## config.mk

```make
export PLATFORM = sky130hd
export DESIGN_NAME = fp_result_pack
export DESIGN_NICKNAME = d
export VERILOG_FILES = /design/src/rtl/fp_pkg.sv /design/src/rtl/fp_special_case.sv /design/src/rtl/fp_result_pack.sv
export SDC_FILE = /design/constraint.sdc
export NUM_CORES = 1
export LEC_CHECK = 0
export CAP_MARGIN = 20
export CORE_ASPECT_RATIO = 0.9
export CORE_MARGIN = 2
export CORE_UTILIZATION = 51
export CTS_CLUSTER_DIAMETER = 120
export CTS_CLUSTER_SIZE = 25
export DETAILED_ROUTE_END_ITERATION = 7
export MAX_ROUTING_LAYER = met4
export PLACE_DENSITY = 0.81
export SLEW_MARGIN = 20
export SYNTH_ARGS = -nofsm -noshare
export SYNTH_HDL_FRONTEND = slang
export SYNTH_SLANG_ARGS = --single-unit
```

## constraint.sdc

```tcl
create_clock -name clk -period 5.6 [get_ports clk]
set_clock_uncertainty 0.15 [all_clocks]
set_input_delay 1.12 -clock clk [delete_from_list [all_inputs] [get_ports clk]]
set_output_delay 1.12 -clock clk [all_outputs]
set_load 0.02 [all_outputs]
```

## src/rtl/fp_pkg.sv

```systemverilog
// Shared types and constants for the fp32 div/sqrt result packer.
package fp_pkg;

    localparam int          BIAS = 127;
    localparam logic [31:0] QNAN = 32'h7FC0_0000;

    typedef struct packed {
        logic        sign;
        logic [7:0]  exp;
        logic [22:0] frac;
    } fp32_t;

    typedef struct packed {
        logic invalid;
        logic div_by_zero;
        logic overflow;
        logic underflow;
    } flags_t;

    typedef enum logic [1:0] {
        IDLE = 2'd0,
        KICK = 2'd1,
        BUSY = 2'd2,
        DONE = 2'd3
    } pack_state_t;

    // Subnormals are flushed, so any zero exponent counts as zero.
    function automatic logic fp_is_zero(input fp32_t x);
        return (x.exp == 8'h00);
    endfunction

    function automatic logic fp_is_inf(input fp32_t x);
        return (x.exp == 8'hFF) && (x.frac == 23'd0);
    endfunction

    function automatic logic fp_is_nan(input fp32_t x);
        return (x.exp == 8'hFF) && (x.frac != 23'd0);
    endfunction

endpackage

```

## src/rtl/fp_special_case.sv

```systemverilog
// Combinational classification of the latched operands: decides whether the
// operation bypasses the mantissa datapath and, if so, what it returns.
module fp_special_case
    import fp_pkg::*;
(
    input  logic [31:0] i_a,
    input  logic [31:0] i_b,
    input  logic [1:0]  i_op,
    output logic        o_is_special,
    output logic [31:0] o_special_result,
    output flags_t      o_special_flags
);

    fp32_t w_a;
    fp32_t w_b;
    logic  w_a_zero, w_a_inf, w_a_nan;
    logic  w_b_zero, w_b_inf, w_b_nan;
    logic  w_div_sign;

    assign w_a        = i_a;
    assign w_b        = i_b;
    assign w_a_zero   = fp_is_zero(w_a);
    assign w_a_inf    = fp_is_inf(w_a);
    assign w_a_nan    = fp_is_nan(w_a);
    assign w_b_zero   = fp_is_zero(w_b);
    assign w_b_inf    = fp_is_inf(w_b);
    assign w_b_nan    = fp_is_nan(w_b);
    assign w_div_sign = w_a.sign ^ w_b.sign;

    // Priority-ordered special-case resolution; falls through to ordinary.
    always_comb begin
        o_is_special     = 1'b1;
        o_special_result = 32'd0;
        o_special_flags  = '0;
        if (i_op == 2'b00) begin
            if (w_a_nan || w_b_nan || (w_a_zero && w_b_zero) || (w_a_inf && w_b_inf)) begin
                o_special_result        = QNAN;
                o_special_flags.invalid = 1'b1;
            end else if (w_a_inf) begin
                o_special_result = {w_div_sign, 8'hFF, 23'd0};
            end else if (w_b_zero) begin
                o_special_result            = {w_div_sign, 8'hFF, 23'd0};
                o_special_flags.div_by_zero = 1'b1;
            end else if (w_b_inf || w_a_zero) begin
                o_special_result = {w_div_sign, 31'd0};
            end else begin
                o_is_special = 1'b0;
            end
        end else begin
            if (w_a_nan || (w_a.sign && !w_a_zero)) begin
                o_special_result        = QNAN;
                o_special_flags.invalid = 1'b1;
            end else if (w_a_zero) begin
                o_special_result = {w_a.sign, 31'd0};
            end else if (w_a_inf) begin
                o_special_result = 32'h7F80_0000;
            end else begin
                o_is_special = 1'b0;
            end
        end
    end

endmodule

```

## src/rtl/fp_result_pack.sv

```systemverilog
// Sequencer/packer behind the Goldschmidt mantissa stage: latches an op,
// pulses mant_reset, waits the stage latency, then builds the fp32 result.
// Optional feature macro: FP_RESULT_PACK_STICKY_FLAGS_EN (sticky flag register).
module fp_result_pack
    import fp_pkg::*;
#(
    parameter int DIV_LAT  = 10,
    parameter int SQRT_LAT = 14
) (
    input  logic        clk,
    input  logic        reset,
    input  logic        start,
    output logic        in_ready,
    input  logic [1:0]  op,
    input  logic        round_mode,
    input  logic [31:0] a,
    input  logic [31:0] b,
    output logic        mant_reset,
    input  logic [22:0] m3,
    input  logic        dec_exp,
    output logic [31:0] result,
    output logic [3:0]  flags,
    output logic        out_valid,
    input  logic        out_ready
`ifdef FP_RESULT_PACK_STICKY_FLAGS_EN
    ,
    input  logic        flag_clear,
    output logic [3:0]  sticky_flags
`endif
);

    localparam int                 CNT_W    = 5;
    localparam logic signed [9:0]  EXP_BIAS = 10'(BIAS);

    pack_state_t       r_state, w_state_next;
    logic [1:0]        r_op;
    logic              r_rz;
    fp32_t             r_a, r_b;
    logic [CNT_W-1:0]  r_cnt;
    logic [31:0]       r_result;
    flags_t            r_flags;

    logic              w_is_special;
    logic [31:0]       w_special_result;
    flags_t            w_special_flags;

    logic              w_div, w_sign, w_cnt_done;
    logic signed [9:0] w_ea, w_eb, w_ea_unb, w_half, w_exp_base, w_exp;
    logic [31:0]       w_pack_result;
    flags_t            w_pack_flags;

    fp_special_case u_special (
        .i_a              (r_a),
        .i_b              (r_b),
        .i_op             (r_op),
        .o_is_special     (w_is_special),
        .o_special_result (w_special_result),
        .o_special_flags  (w_special_flags)
    );

    assign in_ready   = (r_state == IDLE);
    assign mant_reset = (r_state == KICK);
    assign out_valid  = (r_state == DONE);
    assign result     = r_result;
    assign flags      = r_flags;
    assign w_cnt_done = (r_cnt == '0);

    // Exponent in 10-bit signed arithmetic; sqrt halves the unbiased exponent
    // with an arithmetic shift so odd negative exponents round toward -inf.
    assign w_div      = (r_op == 2'b00);
    assign w_sign     = w_div ? (r_a.sign ^ r_b.sign) : r_a.sign;
    assign w_ea       = {2'b00, r_a.exp};
    assign w_eb       = {2'b00, r_b.exp};
    assign w_ea_unb   = w_ea - EXP_BIAS;
    assign w_half     = w_ea_unb >>> 1;
    assign w_exp_base = w_div ? (w_ea - w_eb + EXP_BIAS) : (w_half + EXP_BIAS);
    assign w_exp      = w_exp_base - $signed({9'd0, dec_exp});

    // Pack the ordinary result, saturating on overflow and flushing on underflow.
    always_comb begin
        w_pack_result = {w_sign, w_exp[7:0], m3};
        w_pack_flags  = '0;
        if (w_exp >= 10'sd255) begin
            w_pack_flags.overflow = 1'b1;
            w_pack_result         = r_rz ? {w_sign, 31'h7F7F_FFFF} : {w_sign, 8'hFF, 23'd0};
        end else if (w_exp <= 10'sd0) begin
            w_pack_flags.underflow = 1'b1;
            w_pack_result          = {w_sign, 31'd0};
        end
    end

    // Next-state logic.
    always_comb begin
        w_state_next = r_state;
        case (r_state)
            IDLE:    if (start) w_state_next = KICK;
            KICK:    w_state_next = w_is_special ? DONE : BUSY;
            BUSY:    if (w_cnt_done) w_state_next = DONE;
            DONE:    if (out_ready) w_state_next = IDLE;
            default: w_state_next = IDLE;
        endcase
    end

    // State register.
    always_ff @(posedge clk) begin
        if (reset) r_state <= IDLE;
        else       r_state <= w_state_next;
    end

    // Operand latch, latency counter and result registers. The counter is
    // loaded on accept and runs through KICK so it hits zero on the edge
    // where the mantissa stage presents m3.
    always_ff @(posedge clk) begin
        if (reset) begin
            r_op     <= '0;
            r_rz     <= 1'b0;
            r_a      <= '0;
            r_b      <= '0;
            r_cnt    <= '0;
            r_result <= '0;
            r_flags  <= '0;
        end else begin
            case (r_state)
                IDLE: begin
                    if (start) begin
                        r_op  <= op;
                        r_rz  <= round_mode;
                        r_a   <= a;
                        r_b   <= b;
                        r_cnt <= (op == 2'b00) ? CNT_W'(DIV_LAT) : CNT_W'(SQRT_LAT);
                    end
                end
                KICK: begin
                    r_cnt <= r_cnt - CNT_W'(1);
                    if (w_is_special) begin
                        r_result <= w_special_result;
                        r_flags  <= w_special_flags;
                    end
                end
                BUSY: begin
                    if (w_cnt_done) begin
                        r_result <= w_pack_result;
                        r_flags  <= w_pack_flags;
                    end else begin
                        r_cnt <= r_cnt - CNT_W'(1);
                    end
                end
                default: ;
            endcase
        end
    end

`ifdef FP_RESULT_PACK_STICKY_FLAGS_EN
    flags_t r_sticky;

    // Accumulate flags on each handshake; a clear on the same cycle loses.
    always_ff @(posedge clk) begin
        if (reset) begin
            r_sticky <= '0;
        end else if (out_valid && out_ready) begin
            r_sticky <= r_sticky | r_flags;
        end else if (flag_clear) begin
            r_sticky <= '0;
        end
    end

    assign sticky_flags = r_sticky;
`endif

endmodule

```

Word-level counts from Yosys, hierarchy flattened:

Cells that the tools add are included.

* register bits after elaboration: 110
* input port bits: 95
* logic and storage cells: 109

* $add $sub $neg: 6
* magnitude comparators: 2
* equality and inequality tests: 10
* multiplexer cells: 46
* bitwise gates (word level): 1
* reductions and logical operators: 29

Operators by type and width (count)
* $mux W32: 9
* $mux W31: 3
* $pmux W32 S2: 1
* $logic_not A23 Y1: 2
* $reduce_bool A23 Y1: 2
* $mux W24: 1
* $mux W1: 20
* $eq A8 B8 Y1 const B: 2
* $logic_not A8 Y1: 2
* $pmux W5 S3: 1
* $add A9 B8 Y10 const B: 1
* $ge A10 B9 Y1 const B: 1
* $le A10 B1 Y1 const B: 1
* $mux W10: 1
* $mux W5: 2
* $sub A10 B2 Y10: 1
* $add A8 B8 Y9 const B: 1
* $reduce_and A3 Y1: 3
* $sub A8 B7 Y9 const B: 1
* $sub A8 B8 Y9: 1
* $mux W4: 2
* $pmux W2 S4: 1
* $pmux W4 S2: 1
* $logic_and A1 B1 Y1: 7
* 15 further kinds: 27

Depth between registers and ports, before layout:

Gate-level depths: netlist of run 1.

* depth after elaboration: 10
* gate-level depth with buffers: 18
* mapped depth without buffers: 17

Modules after synthesis:

From an unflattened synthesis of run 1, not the netlist that was laid out.

* cells, all modules: 856
* area, all modules: 6598.8 sq um

By module, submodules not included
* fp_result_pack: instances 1, cells an instance 771, area each 6025.8 sq um
* fp_special_case: instances 1, cells an instance 85, area each 573.0 sq um

Worst setup path before layout of run 1:

OpenSTA, ideal clock, no wires.

* kind: reg-to-reg
* from: register r_a[23] (netlist bit)
* to: register r_result[10], in the netlist result[10]
* library setup time: 0.122 ns
* arrival time: 3.875 ns
* data required time: 5.328 ns
* setup slack: 1.453 ns
* stages on the path, launching flop included: 18
* period minus slack after synthesis: 4.147 ns
* cells stage by stage: dfxtp_1 -> inv_1 -> ha_1 -> inv_1 -> fa_1 -> inv_1 -> ha_1 -> xor3_1 -> and2_4 -> or4_1 -> a211oi_2 -> o211ai_1 -> nor4b_1 -> a31o_2 -> a211oi_4 -> and3_4 -> buf_6 -> a221o_1

* longest elaborated chain between the ends: 9

RTL lines
* from (decl): line fp_result_pack.sv:38 `fp32_t r_a, r_b;`
* from (signal assigned): line fp_result_pack.sv:117 `r_a <= '0;`
* from (signal assigned): line fp_result_pack.sv:128 `r_a <= a;`
* $sub A8 B8 Y9, or another cell as far along: line fp_result_pack.sv:76 `assign w_exp_base = w_div ? (w_ea - w_eb + EXP_BIAS) : (w_half + EXP_BIAS);`
* $add A9 B8 Y10, or another cell as far along: line fp_result_pack.sv:76
* $mux W10, or another cell as far along: line fp_result_pack.sv:76
* $sub A10 B2 Y10, or another cell as far along: line fp_result_pack.sv:77 `assign w_exp = w_exp_base - $signed({9'd0, dec_exp});`
* $le A10 B1 Y1, or another cell as far along: line fp_result_pack.sv:86 `end else if (w_exp <= 10'sd0) begin`
* $mux W31, or another cell as far along: line fp_result_pack.sv:86
* $mux W31, or another cell as far along: line fp_result_pack.sv:83 `if (w_exp >= 10'sd255) begin`
* $mux W32, or another cell as far along: line fp_result_pack.sv:141 `if (w_cnt_done) begin`
* $pmux W32 S2 / $reduce_and A3 Y1 (equally long branches)
* to (signal assigned): line fp_result_pack.sv:136 `r_result <= w_special_result;`
* to (signal assigned): line fp_result_pack.sv:142 `r_result <= w_pack_result;`
* to (decl): line fp_result_pack.sv:40 `logic [31:0] r_result;`

Parallel ways exist; a longest one is shown, timed or not. The select of a mux whose other input is x is not followed.
A chain may end at the register's enable or synchronous reset.

Final worst setup path of run 1:

* from: register r_a[23] (netlist bit)
* to: register r_result[17], in the netlist result[17]

Same word-level chain as after synthesis.

==> results.toml, run 1 <==
[drt]
drcViolationCount = 0
wl_met3_um = 848
first_pass_iters = 7
top_layer_used = "met4"
wl_mm = 15.5
wl_met2_mm = 7.46
drtIter0Drc = 423
met1_length_mm = 7.03
vias_per_cell = 5.75
num_vias = 5768
wl_per_cell_um = 15.4
antenna_left = 0

[synthesis]
synth_cell_type_count = 75
syn_nets = 858
synth.yosys.seq_area_share_pct = 37.1
synth_area_mm2 = 0.00594
synthCells = 742
synth_edf_count = 0
synth_common_cells = "169 x nand2_1, 110 x dfxtp_1, 90 x a21oi_1"
synth-seq-cells = 110
ys_warn_count = 0
ys.flop_type = "dfxtp_1"
syn_avg_cell_area_um2 = 8.00
ys_async_sr_fraction_pct = 0
ys_top_cells_by_area = "dfxtp_1 37%, nand2_1 11%, a21oi_1 7.6%"
yosysTopAreaCell = "dfxtp_1"
synth_top_area_share_pct = 37.1
post-synth-top-count-cell = "nand2_1"

[global_route]
grt_pass1_vias = 5419
grt_first_pass_wirelength_mm = 25.7
grt_overflow = 0
track_usage_pct = 25.4
grt_max_degree = 84
antenna_found_initial = 0

[placed_design]
dp_hpwl_mm = 11.5
portBuffers = 133
gp_congestion = 0.901
placed_area_mm2 = 0.00726

[die]
die-area_mm2 = 0.0125
core.rowCount = 37
die_w_um = 118
die_h_um = 106
io_pins = 134
initial_core_util_pct = 52.1
core_mm2 = 0.0114

[worst_setup_path]
critPathLaunchType = "flip-flop"
max_stage_delay_ns = 0.48
path_cells = "inv_1 > ha_1 > inv_1 > fa_1 > inv_1 > ha_1 > xor3_1 > o32ai_1 > o2111ai_1 > nor3_2 > nor3b_1 > o2111a_1 > o2111a_2 > a221o_1"
setup.worst_path.end_class = "flip-flop"
worstSetupPathType = "reg2reg"
cp_common_cell = "inv_1"
crit_slowest_cell = "o2111a_2"
r2r_cells = 14
arrival_ns = 4.78
required_ns = 5.74
worstPathMaxFanout = 22

[clock_network]
htree_levels = 3
cts_setup_buffers = 0
clk_latency_ns = 0.35
cts_hold_buf = 0
clock-sinks = 110
clk_pin_slew_worst_paths_ns = 0.07
max-clock-path-buffers = 2
clock-root-buffer = "clkbuf_16"
cts_tree = "yes"
cts_resized = 0
cts_made_buffers = 9

[timing]
slew_viol_final = 0
finalSetupViolCount = 0
tightest_slew_ns = 0.901
fmax_ghz = 0.216
rsz0062_at_grt = "false"
period_needed_ns = 4.63
period_share_pct = 82.7
slew-limit-headroom_pct = 39.7
setup_tns_ns = 0
finalHoldViolCount = 0

[pwr]
powerDensity_mw_per_mm2 = 479
max-vdd-ir-drop_mv = 0.376
leakage_nw = 2.81

[hold_path]
hold_path_depth = 2
hold_path.class = "reg2reg"

[final_layout]
postLayoutCellArea_mm2 = 0.00760
layout.nets = 960
diodes = 0
drive_above_1_share_pct = 5.54
area_growth_pct = 27.9

[job]
drv_cap = 0

[run_status]
status = "complete, no violations"
-- where the power goes --
group	switching, W	total [W]	internal, W	leakage [nW]
logic	0.00113	0.00190	0.000768	1.75
registers	0.000115	0.00105	0.000930	0.899
clock network	0.000295	0.000693	0.000398	0.160
total	0.00154	0.00364	0.00210	2.81
-- cells by family after synthesis --
| logic type | count (synthesis) | share of synthesized area (%) |
|---|---|---|
| simple gates | 304 | 23.7 |
| buf+inv | 70 | 5.29 |
| fa+ha+maj | 21 | 4.55 |
| compound gates | 206 | 23.9 |
| mux | 8 | 1.62 |
| flops | 110 | 37.1 |
| xor+xnor | 23 | 3.88 |
-- final timing paths --
check                start          to  slack [ns]
hold / removal    flags[1]    flags[1]        0.30
setup reg to reg   r_a[23]  result[17]        0.97
hold reg to reg   flags[1]    flags[1]        0.30
setup / recovery   r_a[23]  result[17]        0.97
-- metal layers --
layer	GRT usage (%)	up-vias
li1	-	2855
met1	32.6	2745
met2	41.5	153
met3	5.31	15
met4	5.77	0
met5	-	-
-- metrics by stage --
stage / power (W) / std cells / setup WS [ns] / hold slack (ns) / util, %
floorplan: 0.00242 / 742 / 1.45 / 0.286 / -
global placement: 0.00288 / 989 / 1.15 / 0.293 / 63.8
detailed placement: 0.00293 / 989 / 1.05 / 0.296 / 63.8
CTS: 0.00363 / 1004 / 0.996 / 0.307 / 66.6
global route: 0.00388 / 1004 / 0.499 / 0.326 / 66.7
finish: 0.00364 / 1004 / 0.966 / 0.302 / 66.7
-- flip-flops by register name, summed over array words and instances, names as in the netlist --
| register | count |
|---|---|
| flags | 4 |
| r_a | 32 |
| r_b | 32 |
| r_cnt | 5 |
| r_op | 2 |
| r_rz | 1 |
| r_state | 2 |
| result | 32 |
-- area by class of cell --
type	instances	area [um2]
Fill cell	969	3790
Sequential cell	110	2200
Clock inverter	6	100
Multi-Input combinational cell	562	3430
Inverter	25	93.8
Clock buffer	9	225
Timing Repair Buffer	136	1350
Tap cell	156	195
-- cells in the final DEF, fill, tap and decap left out, types with 6 or more instances in the layout --
| cell | Yosys | layout |
|---|---|---|
| a211oi_1 | 8 | 8 |
| a21oi_1 | 90 | 90 |
| a221o_1 | 22 | 22 |
| a22oi_1 | 6 | 6 |
| clkbuf_16 | 0 | 9 |
| clkdlybuf4s50_1 | 0 | 132 |
| dfxtp_1 | 110 | 110 |
| ha_1 | 20 | 20 |
| inv_1 | 25 | 25 |
| nand2_1 | 169 | 168 |
| nand2b_1 | 9 | 9 |
| nand3_1 | 16 | 16 |
| nand4_1 | 7 | 7 |
| nor2_1 | 37 | 37 |
| nor3_1 | 11 | 11 |
| nor4_1 | 16 | 16 |
| o211ai_1 | 7 | 7 |
| o21ai_0 | 20 | 20 |
| xnor2_1 | 16 | 16 |
-- critical path, delay by kind of cell, from the launching register on --
family | cells | cell delay, ns
compound gates | 5 | 1.80
fa+ha+maj | 3 | 0.86
simple gates | 2 | 0.75
flops | 1 | 0.47
buf+inv | 3 | 0.27
xor+xnor | 1 | 0.27
(Power assumes the default switching activity.)
==> inputs of run 2 (changes only) <==
- clock period: 5.6 -> 4.6 ns (I/O delays scaled with it)
==> run 2 against run 1 <==
Via count increased by 0.42%. Sequential power increased by 21%. Wire length increased by 1.4%. Clock power increased by 18%. Setup slack got worse by 0.70 ns. Global-route usage increased by 0.40 points. Critical endpoint is now result[12]. Largest power group unchanged.
==> results.toml, run 2 (synthesis results as in run 1) <==
[final_layout]
area_growth_pct = 29.1
fillers = 973
final_common_cell = "nand2_1"
layout.nets = 965
diodes = 0
drive_above_1_share_pct = 7.03
finalNonFillerCells = 1010
final_util_pct = 67.3
final_cell_mix = "168 x nand2_1, 132 x clkdlybuf4s50_1, 108 x dfxtp_1"
postLayoutCellArea_mm2 = 0.00766

[worst_setup_path]
crit_slowest_cell = "or4_1"
path_buf_inv = 3
worstSetupPathType = "reg2reg"
max_stage_delay_ns = 0.54
arrival_ns = 4.43
cp_common_cell = "inv_1"
setup.worst_path.end_class = "flip-flop"
path_cells = "inv_1 > ha_1 > inv_1 > fa_1 > inv_1 > ha_1 > xor3_1 > and2_4 > or4_1 > a211oi_2 > o211ai_1 > nor4b_2 > a31o_2 > a211oi_4 > and3_4 > a221o_1"
worstPathMaxFanout = 22
crit_family = "simple AND/OR/NAND/NOR gates"
required_ns = 4.69
critPathLaunchType = "flip-flop"

[drt]
wl_mm = 15.7
drtIter0Drc = 421
wl_met3_um = 791
antenna_left = 0
wl_per_cell_um = 15.6
top_layer_used = "met4"
vias_per_cell = 5.73
met1_length_mm = 7.22
num_vias = 5792
drcViolationCount = 0
wl_met2_mm = 7.47
first_pass_iters = 5

[clock_network]
cts_tree = "yes"
clock-root-buffer = "clkbuf_16"
cts_setup_buffers = 0
cts_resized = 0
clk_pin_slew_worst_paths_ns = 0.07
clk_latency_ns = 0.36
clock-sinks = 110
cts_hold_buf = 0
htree_levels = 3
max-clock-path-buffers = 2
cts_made_buffers = 9

[global_route]
track_usage_pct = 25.8
antenna_found_initial = 0
grt_pass1_vias = 5480
grt_max_degree = 84
grt_overflow = 0
grt_first_pass_wirelength_mm = 26.0

[pwr]
p_int_w = 0.00252
swShare_pct = 43.3
powerDensity_mw_per_mm2 = 580
p_switching_w = 0.00192
clkPwrFrac_pct = 18.4
combinationalPowerShare_pct = 53.0
leakage_nw = 2.83
max-vdd-ir-drop_mv = 0.478
seqPwrFrac_pct = 28.6

[placed_design]
dp.cells = 993
portBuffers = 133
gp_congestion = 0.905
placed_area_mm2 = 0.00729
dp_hpwl_mm = 11.5

[run_status]
status = "complete, no violations"

[timing]
slew_viol_final = 0
finalHoldViolCount = 0
period_needed_ns = 4.33
period_share_pct = 94.2
finalSetupViolCount = 0
slew-limit-headroom_pct = 44.3
fmax_ghz = 0.231
setup_tns_ns = 0
tightest_slew_ns = 0.835

[die]
initial_core_util_pct = 52.1
die_h_um = 106
io_pins = 134
die-area_mm2 = 0.0125
die_w_um = 118
core.rowCount = 37
core_mm2 = 0.0114

[hold_path]
hold_path.class = "reg2reg"

[job]
drv_cap = 0
-- run 2: area by class of cell --
type / count / area, um2 / area share (%)
clock inverters: 7 / 88.8 / 1.16
well taps: 156 / 195 / 2.55
multi-input cells: 563 / 3480 / 45.4
repair buffers: 140 / 1380 / 18.0
inverters: 25 / 93.8 / 1.22
clock buffers: 9 / 225 / 2.94
flip-flops and latches: 110 / 2200 / 28.8
-- run 2: tightest hold or removal path, cell delays in order (launching register included) --
cell	delay (ns)
dfxtp_1	0.31
nand2_1	0.05
a21oi_1	0.05
-- run 2: power by group through the flow --
stage               clock network [W]  logic, W  registers, W
floorplan                           0   0.00163       0.00132
global placement                    0   0.00226       0.00128
detailed placement                  0   0.00229       0.00129
CTS                          0.000832   0.00231       0.00127
global route                 0.000866   0.00261       0.00130
finish                       0.000818   0.00236       0.00127
-- run 2: metrics by stage --
stage | hold WS, ns | power (W) | setup WS, ns
after floorplan | 0.286 | 0.00295 | 0.453
after global placement | 0.293 | 0.00353 | 0.254
after detailed placement | 0.297 | 0.00358 | 0.140
after CTS | 0.308 | 0.00441 | 0.131
after global routing | 0.325 | 0.00477 | -0.00137
final | 0.305 | 0.00445 | 0.265
-- run 2: final timing paths --
kind | from | to | slack (ns) | cells past startpoint
setup / recovery | r_a[23] | result[12] | 0.27 | 16
hold / removal | r_a[20] | r_a[20] | 0.31 | 2
setup reg to reg | r_a[23] | result[12] | 0.27 | 16
hold reg to reg | r_a[20] | r_a[20] | 0.31 | 2
-- run 2: layer usage --
layer	GRT usage (%)	vias to the layer above
met5	-	-
met4	8.09	0
met3	3.86	19
met2	41.7	168
met1	33.5	2733
li1	-	2872
